===== src/rtl/channel_framer.sv =====
`timescale 1ns/1ps
`default_nettype none
// ============================================================================
//  Module      : channel_framer
//  Description : Snapshots NUM_CH channel words on a sync strobe and writes a
//                header plus one word per channel into a FWFT word FIFO.
//                The FIFO drains over a valid/ready stream with a last marker.
//                Frames that do not fit whole are dropped and counted.
//  Revision    : 1.0 - initial release
// ============================================================================
module channel_framer #(
  parameter int NUM_CH     = 8,
  parameter int DATA_W     = 32,
  parameter int FIFO_DEPTH = 32
) (
  input  logic                          clk,
  input  logic                          rst_ni,
  input  logic                          en_i,
  input  logic                          sync_i,
  input  logic [NUM_CH*DATA_W-1:0]      ch_data_i,
  output logic [DATA_W-1:0]             m_tdata_o,
  output logic                          m_tvalid_o,
  output logic                          m_tlast_o,
  input  logic                          m_tready_i,
  output logic                          busy_o,
  output logic [15:0]                   drop_cnt_o,
  output logic [$clog2(FIFO_DEPTH):0]   level_o
);

  localparam int AW    = $clog2(FIFO_DEPTH);
  localparam int LW    = AW + 1;
  localparam int WI_W  = $clog2(NUM_CH + 1);
  localparam int SEQ_W = DATA_W - 8;
  // Highest occupancy at which a whole frame still fits.
  localparam logic [LW-1:0]   C_MAX_LVL_ACC = LW'(FIFO_DEPTH - NUM_CH - 1);
  localparam logic [WI_W-1:0] C_WI_LAST     = WI_W'(NUM_CH);

  // Refuse to elaborate with a parameter set the framer cannot honour.
  generate
    if (NUM_CH < 1 || NUM_CH > 64 || DATA_W < 16 ||
        FIFO_DEPTH < NUM_CH + 1 || (FIFO_DEPTH & (FIFO_DEPTH - 1)) != 0) begin : g_bad_params
      $error("channel_framer: illegal parameter set");
    end
  endgenerate

  typedef enum logic [0:0] {
    S_IDLE  = 1'b0,
    S_WRITE = 1'b1
  } state_t;

  state_t                     state_q, state_d;
  logic [WI_W-1:0]            wi_q, wi_d;
  logic [NUM_CH*DATA_W-1:0]   snap_q, snap_d;
  logic [SEQ_W-1:0]           seq_q, seq_d;
  logic [15:0]                drop_q, drop_d;
  logic [AW-1:0]              wr_ptr_q, wr_ptr_d;
  logic [AW-1:0]              rd_ptr_q, rd_ptr_d;
  logic [LW-1:0]              level_q, level_d;
  logic [DATA_W:0]            mem_q [FIFO_DEPTH];

  logic                       strobe;
  logic                       accept;
  logic                       wr_en;
  logic                       rd_en;
  logic [DATA_W-1:0]          wr_data;
  logic                       wr_last;
  logic [DATA_W:0]            rd_word;

  // Word to be written for the current index: header at 0, channel c at c+1.
  always_comb begin
    wr_data = {8'hA5, seq_q};
    for (int c = 0; c < NUM_CH; c++) begin
      if (int'(wi_q) == c + 1) begin
        wr_data = snap_q[c*DATA_W +: DATA_W];
      end
    end
    wr_last = (wi_q == C_WI_LAST);
  end

  // Writer next state: accept/reject strobes and step through the frame words.
  always_comb begin
    state_d = state_q;
    wi_d    = wi_q;
    snap_d  = snap_q;
    seq_d   = seq_q;
    drop_d  = drop_q;
    wr_en   = 1'b0;
    strobe  = en_i & sync_i;
    // Occupancy before this edge's read is used, so a concurrent read never
    // makes room for a frame.
    accept  = strobe & (state_q == S_IDLE) & (level_q <= C_MAX_LVL_ACC);
    unique case (state_q)
      S_IDLE: begin
        if (accept) begin
          snap_d  = ch_data_i;
          wi_d    = '0;
          state_d = S_WRITE;
        end
      end
      S_WRITE: begin
        wr_en = 1'b1;
        if (wi_q == C_WI_LAST) begin
          state_d = S_IDLE;
          seq_d   = seq_q + 1'b1;
        end else begin
          wi_d = wi_q + 1'b1;
        end
      end
      default: state_d = S_IDLE;
    endcase
    if (strobe && !accept && drop_q != 16'hFFFF) begin
      drop_d = drop_q + 16'd1;
    end
  end

  // Writer state register; reset discards any frame in progress.
  always_ff @(posedge clk or negedge rst_ni) begin
    if (!rst_ni) begin
      state_q <= S_IDLE;
      wi_q    <= '0;
      snap_q  <= '0;
      seq_q   <= '0;
      drop_q  <= '0;
    end else begin
      state_q <= state_d;
      wi_q    <= wi_d;
      snap_q  <= snap_d;
      seq_q   <= seq_d;
      drop_q  <= drop_d;
    end
  end

  // FIFO pointer and occupancy update; space is reserved at accept so no overflow.
  always_comb begin
    rd_en    = (level_q != '0) & m_tready_i;
    wr_ptr_d = wr_en ? wr_ptr_q + 1'b1 : wr_ptr_q;
    rd_ptr_d = rd_en ? rd_ptr_q + 1'b1 : rd_ptr_q;
    unique case ({wr_en, rd_en})
      2'b10:   level_d = level_q + 1'b1;
      2'b01:   level_d = level_q - 1'b1;
      default: level_d = level_q;
    endcase
  end

  // FIFO control registers.
  always_ff @(posedge clk or negedge rst_ni) begin
    if (!rst_ni) begin
      wr_ptr_q <= '0;
      rd_ptr_q <= '0;
      level_q  <= '0;
    end else begin
      wr_ptr_q <= wr_ptr_d;
      rd_ptr_q <= rd_ptr_d;
      level_q  <= level_d;
    end
  end

  // FIFO storage: data plus tlast per entry, no reset needed.
  always_ff @(posedge clk) begin
    if (wr_en) begin
      mem_q[wr_ptr_q] <= {wr_last, wr_data};
    end
  end

  // First-word-fall-through read side; outputs forced to zero when empty.
  always_comb begin
    rd_word    = mem_q[rd_ptr_q];
    m_tvalid_o = (level_q != '0);
    m_tdata_o  = m_tvalid_o ? rd_word[DATA_W-1:0] : '0;
    m_tlast_o  = m_tvalid_o ? rd_word[DATA_W] : 1'b0;
  end

  assign busy_o     = (state_q == S_WRITE);
  assign drop_cnt_o = drop_q;
  assign level_o    = level_q;

endmodule
`default_nettype wire


===== config.mk =====
export PLATFORM = sky130hd
export DESIGN_NAME = channel_framer
export DESIGN_NICKNAME = d
export VERILOG_FILES = /design/src/rtl/channel_framer.sv
export SDC_FILE = /design/constraint.sdc
export NUM_CORES = 2
export LEC_CHECK = 0
export ABC_CLOCK_PERIOD_IN_PS = 5000
export CORE_ASPECT_RATIO = 0.7
export CORE_UTILIZATION = 60
export CTS_CLUSTER_SIZE = 24
export DETAILED_ROUTE_END_ITERATION = 8
export PLACE_DENSITY_LB_ADDON = 0.1
export SLEW_MARGIN = 40
export SYNTH_ARGS = -nofsm -noshare
export SYNTH_HDL_FRONTEND = slang
export SYNTH_SLANG_ARGS = --single-unit

===== constraint.sdc =====
create_clock -name clk -period 5 [get_ports clk]
set_input_delay 0.75 -clock clk [delete_from_list [all_inputs] [get_ports clk]]
set_output_delay 0.75 -clock clk [all_outputs]
set_load 0.02 [all_outputs]

* After elaboration in Yosys (flattened, before gate mapping) *
Memories as Yosys holds them, arrays and structs flattened.
Index checks and enable logic that the tools add are counted.

operators by class
  $add $sub $neg = 7
  magnitude comparators = 1
  eq/ne operators = 14
  multiplexer cells = 20
  bitwise logic cells = 5
  reduce and logical (&&, ||, !) cells = 8

operators with widths
  kind                                                                   count
  32-bit two-way mux                                                     9
  24-bit by 1-bit adder with 24-bit output, second input constant        1
  4-bit equality test, second input constant                             6
  16-bit by 1-bit adder with 16-bit output, second input constant        1
  16-bit inequality test, second input constant                          1
  6-bit case mux with 2 select lines                                     1
  5-bit by 1-bit adder with 5-bit output, second input constant          2
  4-bit by 3-bit equality test with 1-bit output, second input constant  2
  4-bit two-way mux                                                      2
  4-bit case mux with 2 select lines                                     1
  6-bit by 1-bit adder with 6-bit output, second input constant          1
  6-bit by 5-bit <= comparator with 1-bit output, second input constant  1
  1-bit two-way mux                                                      6
  2-bit AND reduction                                                    3
  6-bit nonzero test                                                     1
  6-bit by 1-bit subtractor with 6-bit output, second input constant     1
  4-bit by 1-bit adder with 4-bit output, second input constant          1
  1-bit AND                                                              4
  4-bit by 2-bit equality test with 1-bit output, second input constant  1
  2-bit inequality test, second input constant                           2
  2-bit by 1-bit equality test with 1-bit output, second input constant  1
  2-bit equality test, second input constant                             1
  1-bit logical AND                                                      2
  1-bit case mux with 2 select lines                                     1
  3 further kinds                                                        3

word-level totals
  register bits = 317
  memory bits (writable) = 1056
  word-level logic and storage cells = 64
  memories kept = 1

memories
  memory  words  bits a word  rd ports  clocked after Yosys merged registers in  write ports  RTL line  RTL
  mem_q   32     33           1         0                                        1            59        logic [DATA_W:0] mem_q [FIFO_DEPTH];

* Depth between registers and ports, before layout *
  depth in word-level cells = 9
  mapped depth = 15
  gate-level depth less buffers = 11

* Worst setup path before layout *
Ideal clock, no wire load.

  path type = reg-to-reg
  start = reg wi_q[1]
  end = mem mem_q[0][30] (netlist bit) (data pin)
  setup time = 0.454 ns
  arrival = 3.100 ns
  required time = 4.546 ns
  setup slack = 1.446 ns
  stages on the path, launching flop included = 11
  buffers on the path = 3
  clock period less this slack = 3.554 ns
  cell sequence = dfrtp_1 > inv_1 > ha_1 > clkbuf_1 > nor2b_1 > buf_2 > clkbuf_1 > a22oi_1 > o21ai_0 > o21ai_0 > o21ai_0

between the ends
  word-level cells in the longest chain between the ends = 9
  elaborated cells on any way between the ends = 16
  classes of those cells = eq/ne (8); mux (8)

RTL lines
  element                                         RTL line  RTL
  start: declaration                              52        logic [WI_W-1:0] wi_q, wi_d;
  start signal: assignment                        126       wi_q <= wi_d;
  4-bit by 2-bit equality test with 1-bit output  73        if (int'(wi_q) == c + 1) begin
  32-bit two-way mux (7 in a row)                 73
  32-bit two-way mux (*)                          73
  named net wr_data[30]                           65        logic [DATA_W-1:0] wr_data;
  end: declaration                                59

Mark *: on every way through the listed nets, which the timed path passes. The rest lies on a longest branch.

* Final worst setup path *
  start = reg rd_ptr_q[1]
  end = out m_tdata_o[6]

between the ends
  word-level cells in the longest chain between the ends = 2

RTL lines
  element                   RTL line  RTL
  start: declaration        57        logic [AW-1:0] rd_ptr_q, rd_ptr_d;
  start signal: assignment  153       rd_ptr_q <= rd_ptr_d;
  memory read 32 x 33 bit   --
  32-bit two-way mux        169       m_tdata_o = m_tvalid_o ? rd_word[DATA_W-1:0] : '0;
  end: declaration          21        output logic [DATA_W-1:0] m_tdata_o,

No other way between the ends.

==> flow_summary.yaml <==
yosys:
  ys_ff_latch: 1373
  yosys_warnings: 0
  synthArstFlopShare: 0.2309
  yosysTopAreaCell: "edfxtp_1"
  ys_top_cells_by_area: "edfxtp_1, dfrtp_1, mux4_2"
  yosysTopAreaCellShare: 0.5741
  synth_nets: 3178
  synth.distinct_cells: 60
  ys.flop_type: "edfxtp_1"
  yosysSeqAreaShare: 0.7177
  postSynthCellCount: 2903
  synth-edff-count: 1056
  syn-cell-area_um2: 55240
  synth.avg_cell_area_um2: 19.03
timing:
  drv_slew: 0
  hold_viol: 0
  worstMarginPinSlew_ns: 0.8578
  tns_ns: 0
  layout_min_cycle_time_ns: 4.735
  finalSetupViolCount: 0
  fin_skew_ns: 0.03102
  rsz0062_at_grt: "no"
  post-route-period-util: 0.9469
  fmax_mhz: 211.2
  relSlewSlack: 0.4268
  fin_ws_ns: 0.2653
die:
  start_util: 0.6097
  die_h_um: 255.9
  die_area_um2: 93300
  core_area_um2: 90590
  ios: 318
  num_rows: 92
  die_w_um: 364.7
clock_tree:
  clock_path_buffers: 3
  cts.repair.resized: 0
  path_clk_slew_ns: 0.07
  hold_buffers: 0
  cts_tree: "yes"
  cts_setup_buffers: 0
  cts_root_buffer: "clkbuf_16"
  h-tree-depth: 3
  clock-sinks: 1373
  cts_buffers: 118
  worstSkewPairLatency_ns: 0.73
detailed_routing:
  vias: 31060
  drtPass1Iterations: 5
  drc_errors: 0
  dr.first_iter.drc_count: 4028
  via_per_inst: 6.701
  wirelength_um: 147400
  ant_nets: 0
  wl_per_cell_um: 31.79
layout:
  syn2layout_area_growth_pct: 18.36
  final_cell_mix: "edfxtp_1, mux2_2, clkdlybuf4s50_1"
  nets: 3581
  mostFrequentLayoutCell: "edfxtp_1"
  drive_above_1_share: 0.3007
  final_core_util: 0.7217
global_routing:
  antenna_found_initial: 10
  grt_pass1_vias: 31720
  grt_max_degree: 111
  grt-ovfl-total: 0
  grt_pass1_wl_um: 215100
  grt.total_usage: 0.3224
placed_design:
  dpl.hpwl_um: 91930
  routabilityCongestion: 0.8686
  dp_worst_setup_slack_ns: 1.026
  portBuffers: 317
worst_setup_path:
  critical_path_class: "reg -> out"
  start_kind: "flop"
  critPathCaptureType: "primary output"
  path_max_fanout: 22
  crit_required_ns: 4.25
  arrival_ns: 3.98
run_status:
  outcome: "finished clean"
job:
  maxCapViolCount: 0
power_and_ir_drop:
  powerDensity_nw_per_um2: 682.3
  power.leakage_uw: 0.02246
  ir_drop_mv: 0.6130
min_path:
  min_path_type: "in -> async"
[sequential cells by signal, indices dropped and copies added (netlist names)]
name        count
wr_ptr_q        5
busy_o          1
level_o         6
drop_cnt_o     16
snap_q        256
rd_ptr_q        5
wi_q            4
seq_q          24
mem_q        1056
[synth_stat cells (3+ instances only)]
library cell / count
a32o_1: 3
o211ai_1: 4
inv_1: 13
a31oi_1: 26
nand3_1: 36
buf_2: 64
xnor2_1: 34
a32oi_1: 21
o21a_1: 3
and2_1: 3
mux4_2: 264
and4_1: 8
a221oi_1: 62
a21o_1: 24
nand4_1: 14
o22ai_1: 34
nand2b_1: 56
xor2_1: 16
nor2b_1: 6
a22o_1: 25
ha_1: 14
nand2_1: 48
mux2_2: 323
a22oi_1: 7
buf_4: 16
o221ai_1: 34
a21oi_1: 47
o21ai_0: 20
a211o_1: 4
mux2i_1: 35
nor2_1: 91
dfrtp_1: 317
a221o_1: 25
edfxtp_1: 1056
and3_1: 4
nand3b_1: 4
buf_1: 18
clkbuf_1: 93
nor3b_1: 6
[logic make-up (layout without fill, tap and decap cells)]
kind of cell / count (synthesis) / in the layout / synth area share
adder cells (fa/ha/maj): 14 / 14 / 0.003171
buffers and inverters: 207 / 709 / 0.01687
multiplexers: 623 / 623 / 0.1801
flip-flops: 1373 / 1373 / 0.7177
XOR/XNOR: 50 / 50 / 0.007928
other: 0 / 9 / 0
AND/OR/NAND/NOR: 286 / 286 / 0.02618
AO/OA/AOI/OAI: 350 / 350 / 0.04807
[through the flow]
stage	instance area, um2	std cells	power [uW]	hold slack, ns
CTS	65210	4619	44520	0.08932
global route	65380	4636	46200	0.4852
floorplan	55240	2903	28190	0.4544
global placement	60700	4383	34190	0.4834
finish	65380	4636	44610	0.4882
detailed placement	61130	4400	34930	0.4865
[layout make-up]
class | instances | area, um2
Clock inverter | 76 | 895.9
Clock buffer | 143 | 3179
Sequential cell | 1373 | 39660
Multi-Input combinational cell | 1323 | 15150
Tap cell | 1222 | 1529
Antenna cell | 9 | 22.52
Fill cell | 5394 | 25210
Timing Repair Buffer | 476 | 4888
Inverter | 14 | 52.55
[worst paths after layout]
path | cells past startpoint | end | slack (ns) | from
min in group clk | 1 | snap_q[77]$_DFFE_PN0P_ | 0.50 | snap_q[77]$_DFFE_PN0P_
hold / removal | 2 | snap_q[238]$_DFFE_PN0P_ | 0.49 | rst_ni
setup reg to reg | 11 | level_o[4]$_DFFE_PN0P_ | 1.42 | level_o[1]$_DFFE_PN0P_
hold reg to reg | 1 | snap_q[77]$_DFFE_PN0P_ | 0.50 | snap_q[77]$_DFFE_PN0P_
max in group asynchronous | 4 | drop_cnt_o[8]$_DFFE_PN0P_ | 3.13 | rst_ni
setup / recovery | 7 | m_tdata_o[6] | 0.27 | rd_ptr_q[1]$_DFFE_PN0N_
[power by group]
part | switching (uW) | total (uW) | internal [uW]
Clock | 4160 | 9670 | 5510
Combinational | 9880 | 16500 | 6640
Sequential | 1180 | 18400 | 17200
[critical path, cell delays in order (launching register included)]
cell and delay (ns):
dfrtp_4 0.75, buf_12 0.26, buf_4 0.39, mux4_2 0.38, mux2_2 0.28, o221ai_1 0.43, a21oi_1 0.16, clkdlybuf4s50_1 0.58
[routing by layer]
metal | vias up | global-route usage | wire, um
met5 | - | 0 | 0
met4 | 0 | 0.1042 | 4694
met3 | 293 | 0.07276 | 16210
met2 | 1870 | 0.4861 | 69760
met1 | 16270 | 0.4735 | 56730
li1 | 12630 | - | -
No activity file was read; power rests on OpenSTA's default activity.
==> edit, RTL diff (same flow settings) <==
Take the reset off `wi_q` and load it in a clocked block of its own.
--- a/src/rtl/channel_framer.sv
+++ b/src/rtl/channel_framer.sv
@@ -119,3 +119,2 @@
       state_q <= S_IDLE;
-      wi_q    <= '0;
       snap_q  <= '0;
@@ -125,3 +124,2 @@
       state_q <= state_d;
-      wi_q    <= wi_d;
       snap_q  <= snap_d;
@@ -130,2 +128,6 @@
     end
+  end
+
+  always_ff @(posedge clk) begin
+    wi_q <= wi_d;
   end
Function: no difference found for any inputs over 4 cycles, from zero or initial values and one cycle with rst_ni low; that may be too few to reach the edited logic, so the function may still have changed.
==> edit against the unedited design <==
  * Clock power shrank 2.9%
  * Sequential share of layout area grew 0.47 points
  * Die area shrank 0.10%
  * Clock skew shrank 0.012 ns
  * Cell area shrank 0.72%
  * Setup slack lost 0.086 ns
  * Count of clock-buffer cells in the layout grew 11
  * Worst hold slack lost 0.0058 ns
  * Combinational power shrank 5%
  * Via count shrank 0.63%
  * Wire length shrank 0.98%
  * Sequential cell count is the same
  * Area after synthesis shrank 0.10%
  * Power shrank 3.3%
  * Largest cell class unchanged
  * Highest routed layer unchanged
==> edit: results (changes against the unedited design) <==
stage,metric,value,unit,change
run_status,status,finished clean,,
yosys,synth_commonest_cells,"edfxtp_1, dfrtp_1, mux4_2",,
timing,max_slew_margin,39.64,%,-3.0 points
clock_network,cts_buffers,121,,+2.5%
yosys,async_reset_ff_share,22.80,%,-0.29 points
yosys,ys_top_cells_by_area,"edfxtp_1, dfrtp_1, mux4_2",,
critical_path,slowest_delay,0.96,ns,+0.21 ns
cells_and_area,nets,3559,,-0.61%
cells_and_area,drive_gt1_share,21.61,%,-8.5 points
critical_path,critPathArrivalTime,4.07,ns,+0.09 ns
hold_path,hp-class,flip-flop to flip-flop,,
drt,drt-total-wl,145.9,mm,-0.98%
clock_network,clock_latency,0.73,ns,about the same
place,place.gp.congestion,0.8699,,+0.15%
drt,dr.pass1.iters,6,,+1
power_and_ir_drop,ir_worst_vdd,423.2,µV,-31%
place,dp.final_hpwl,91.65,mm,-0.30%
critical_path,cp_max_fo,50,,+130%
drt,drtIter0Drc,3973,,-1.4%
timing,fin_skew,0.01868,ns,-0.01234 ns
yosys,synth_edf_count,1060,,+0.38%
cells_and_area,reg_top3,"mem_q: 1056 flops, snap_q: 256 flops, seq_q: 24 flops",,
hold_path,min-delay-start,snap_q[122],,
grt,grt_max_degree,135,,+22%
grt,grt_first_pass_wirelength,214.4,mm,-0.31%
yosys,seq_area_frac_synth,71.88,%,+0.11 points
yosys,synth.distinct_cells,62,,+3.3%
critical_path,regToRegEndpoint,level_o[4],,
clock_network,path_clk_slew,0.07,ns,about the same
grt,antenna_found_initial,16,,+6
drt,dr_total_vias,30868,,-0.63%
yosys,syn_nets,3165,,-0.41%
grt,grt_util_all_layers,32.01,%,-0.24 points
critical_path,cp-endpoint,m_tdata_o[7],,
timing,hold_ws,0.4823,ns,-0.005837 ns
critical_path,r2r_cells,13,,+2
power_and_ir_drop,p_leak,22.56,nW,+0.46%
cells_and_area,n_fill_cell,5478,,+1.6%
grt,grt_pass1_vias,31600,,-0.38%
==> edit: cell count changes after synthesis, moves of 8 or more <==
cell	unedited run	this run
mux2_1	0	214
o22ai_1	34	61
o21ai_0	20	10
clkbuf_1	93	77
o221ai_1	34	1
mux2_2	323	43
mux2i_1	35	73
a211o_1	4	29
buf_1	18	10
buf_4	16	40
o21ai_1	0	11
buf_2	64	55
==> edit: layer usage <==
layer	part of all wire [%]	GRT usage (%)	up-vias
met2	47	48.45	1664
met4	2.8	10.15	0
met3	9.7	6.061	253
met1	40	47.78	16391
li1	-	-	12560
met5	0	0	-
==> edit: through the flow <==
stage / instances / area (µm²) / worst slack (ns) / utilization [%] / power (W)
2_1_floorplan: 2890 / 55180 / 1.809 / - / 0.02755
3_3_place_gp: 4360 / 60430 / 0.9918 / 66.70 / 0.03313
3_5_place_dp: 4377 / 60770 / 0.9369 / 67.08 / 0.03385
4_1_cts: 4604 / 64730 / 0.1653 / 71.45 / 0.04317
5_1_grt: 4627 / 64910 / 0.002947 / 71.65 / 0.04479
6_report: 4627 / 64910 / 0.1798 / 71.65 / 0.04313
==> edit: area by class of cell <==
cell class                 instances  area share [%]
clock inverter                    73           1.066
sequential                      1373           61.13
antenna                           17         0.06554
clock buffer                     154           5.041
timing repair buffer             460           7.219
multi-input combinational       1315           23.05
inverter                          13         0.07518
tap                             1222           2.356
==> edit: cell families after synthesis <==
| logic type | count (synthesis) | share of synthesized area (%) |
|---|---|---|
| DFF | 1373 | 71.88 |
| muxes | 595 | 17.37 |
| AOI/OAI and AO/OA | 371 | 5.068 |
| and+or+nand+nor | 281 | 2.651 |
| buffers and inverters | 202 | 1.859 |
| xor gates and xnor gates | 54 | 0.8571 |
| adders and majority gates | 14 | 0.3174 |
==> edit: power breakdown <==
group | internal [W] | switching, W
logic | 0.00617 | 0.00939
clock network | 0.00524 | 0.00415
registers | 0.0169 | 0.00124
==> edit: worst min path at each step <==
stage          cells after the start              to
6_report                           1     snap_q[122]
5_1_grt                            2  drop_cnt_o[13]
3_3_place_gp                       1     snap_q[120]
3_5_place_dp                       1     snap_q[127]
2_1_floorplan                      0          busy_o
4_1_cts                            1      level_o[0]
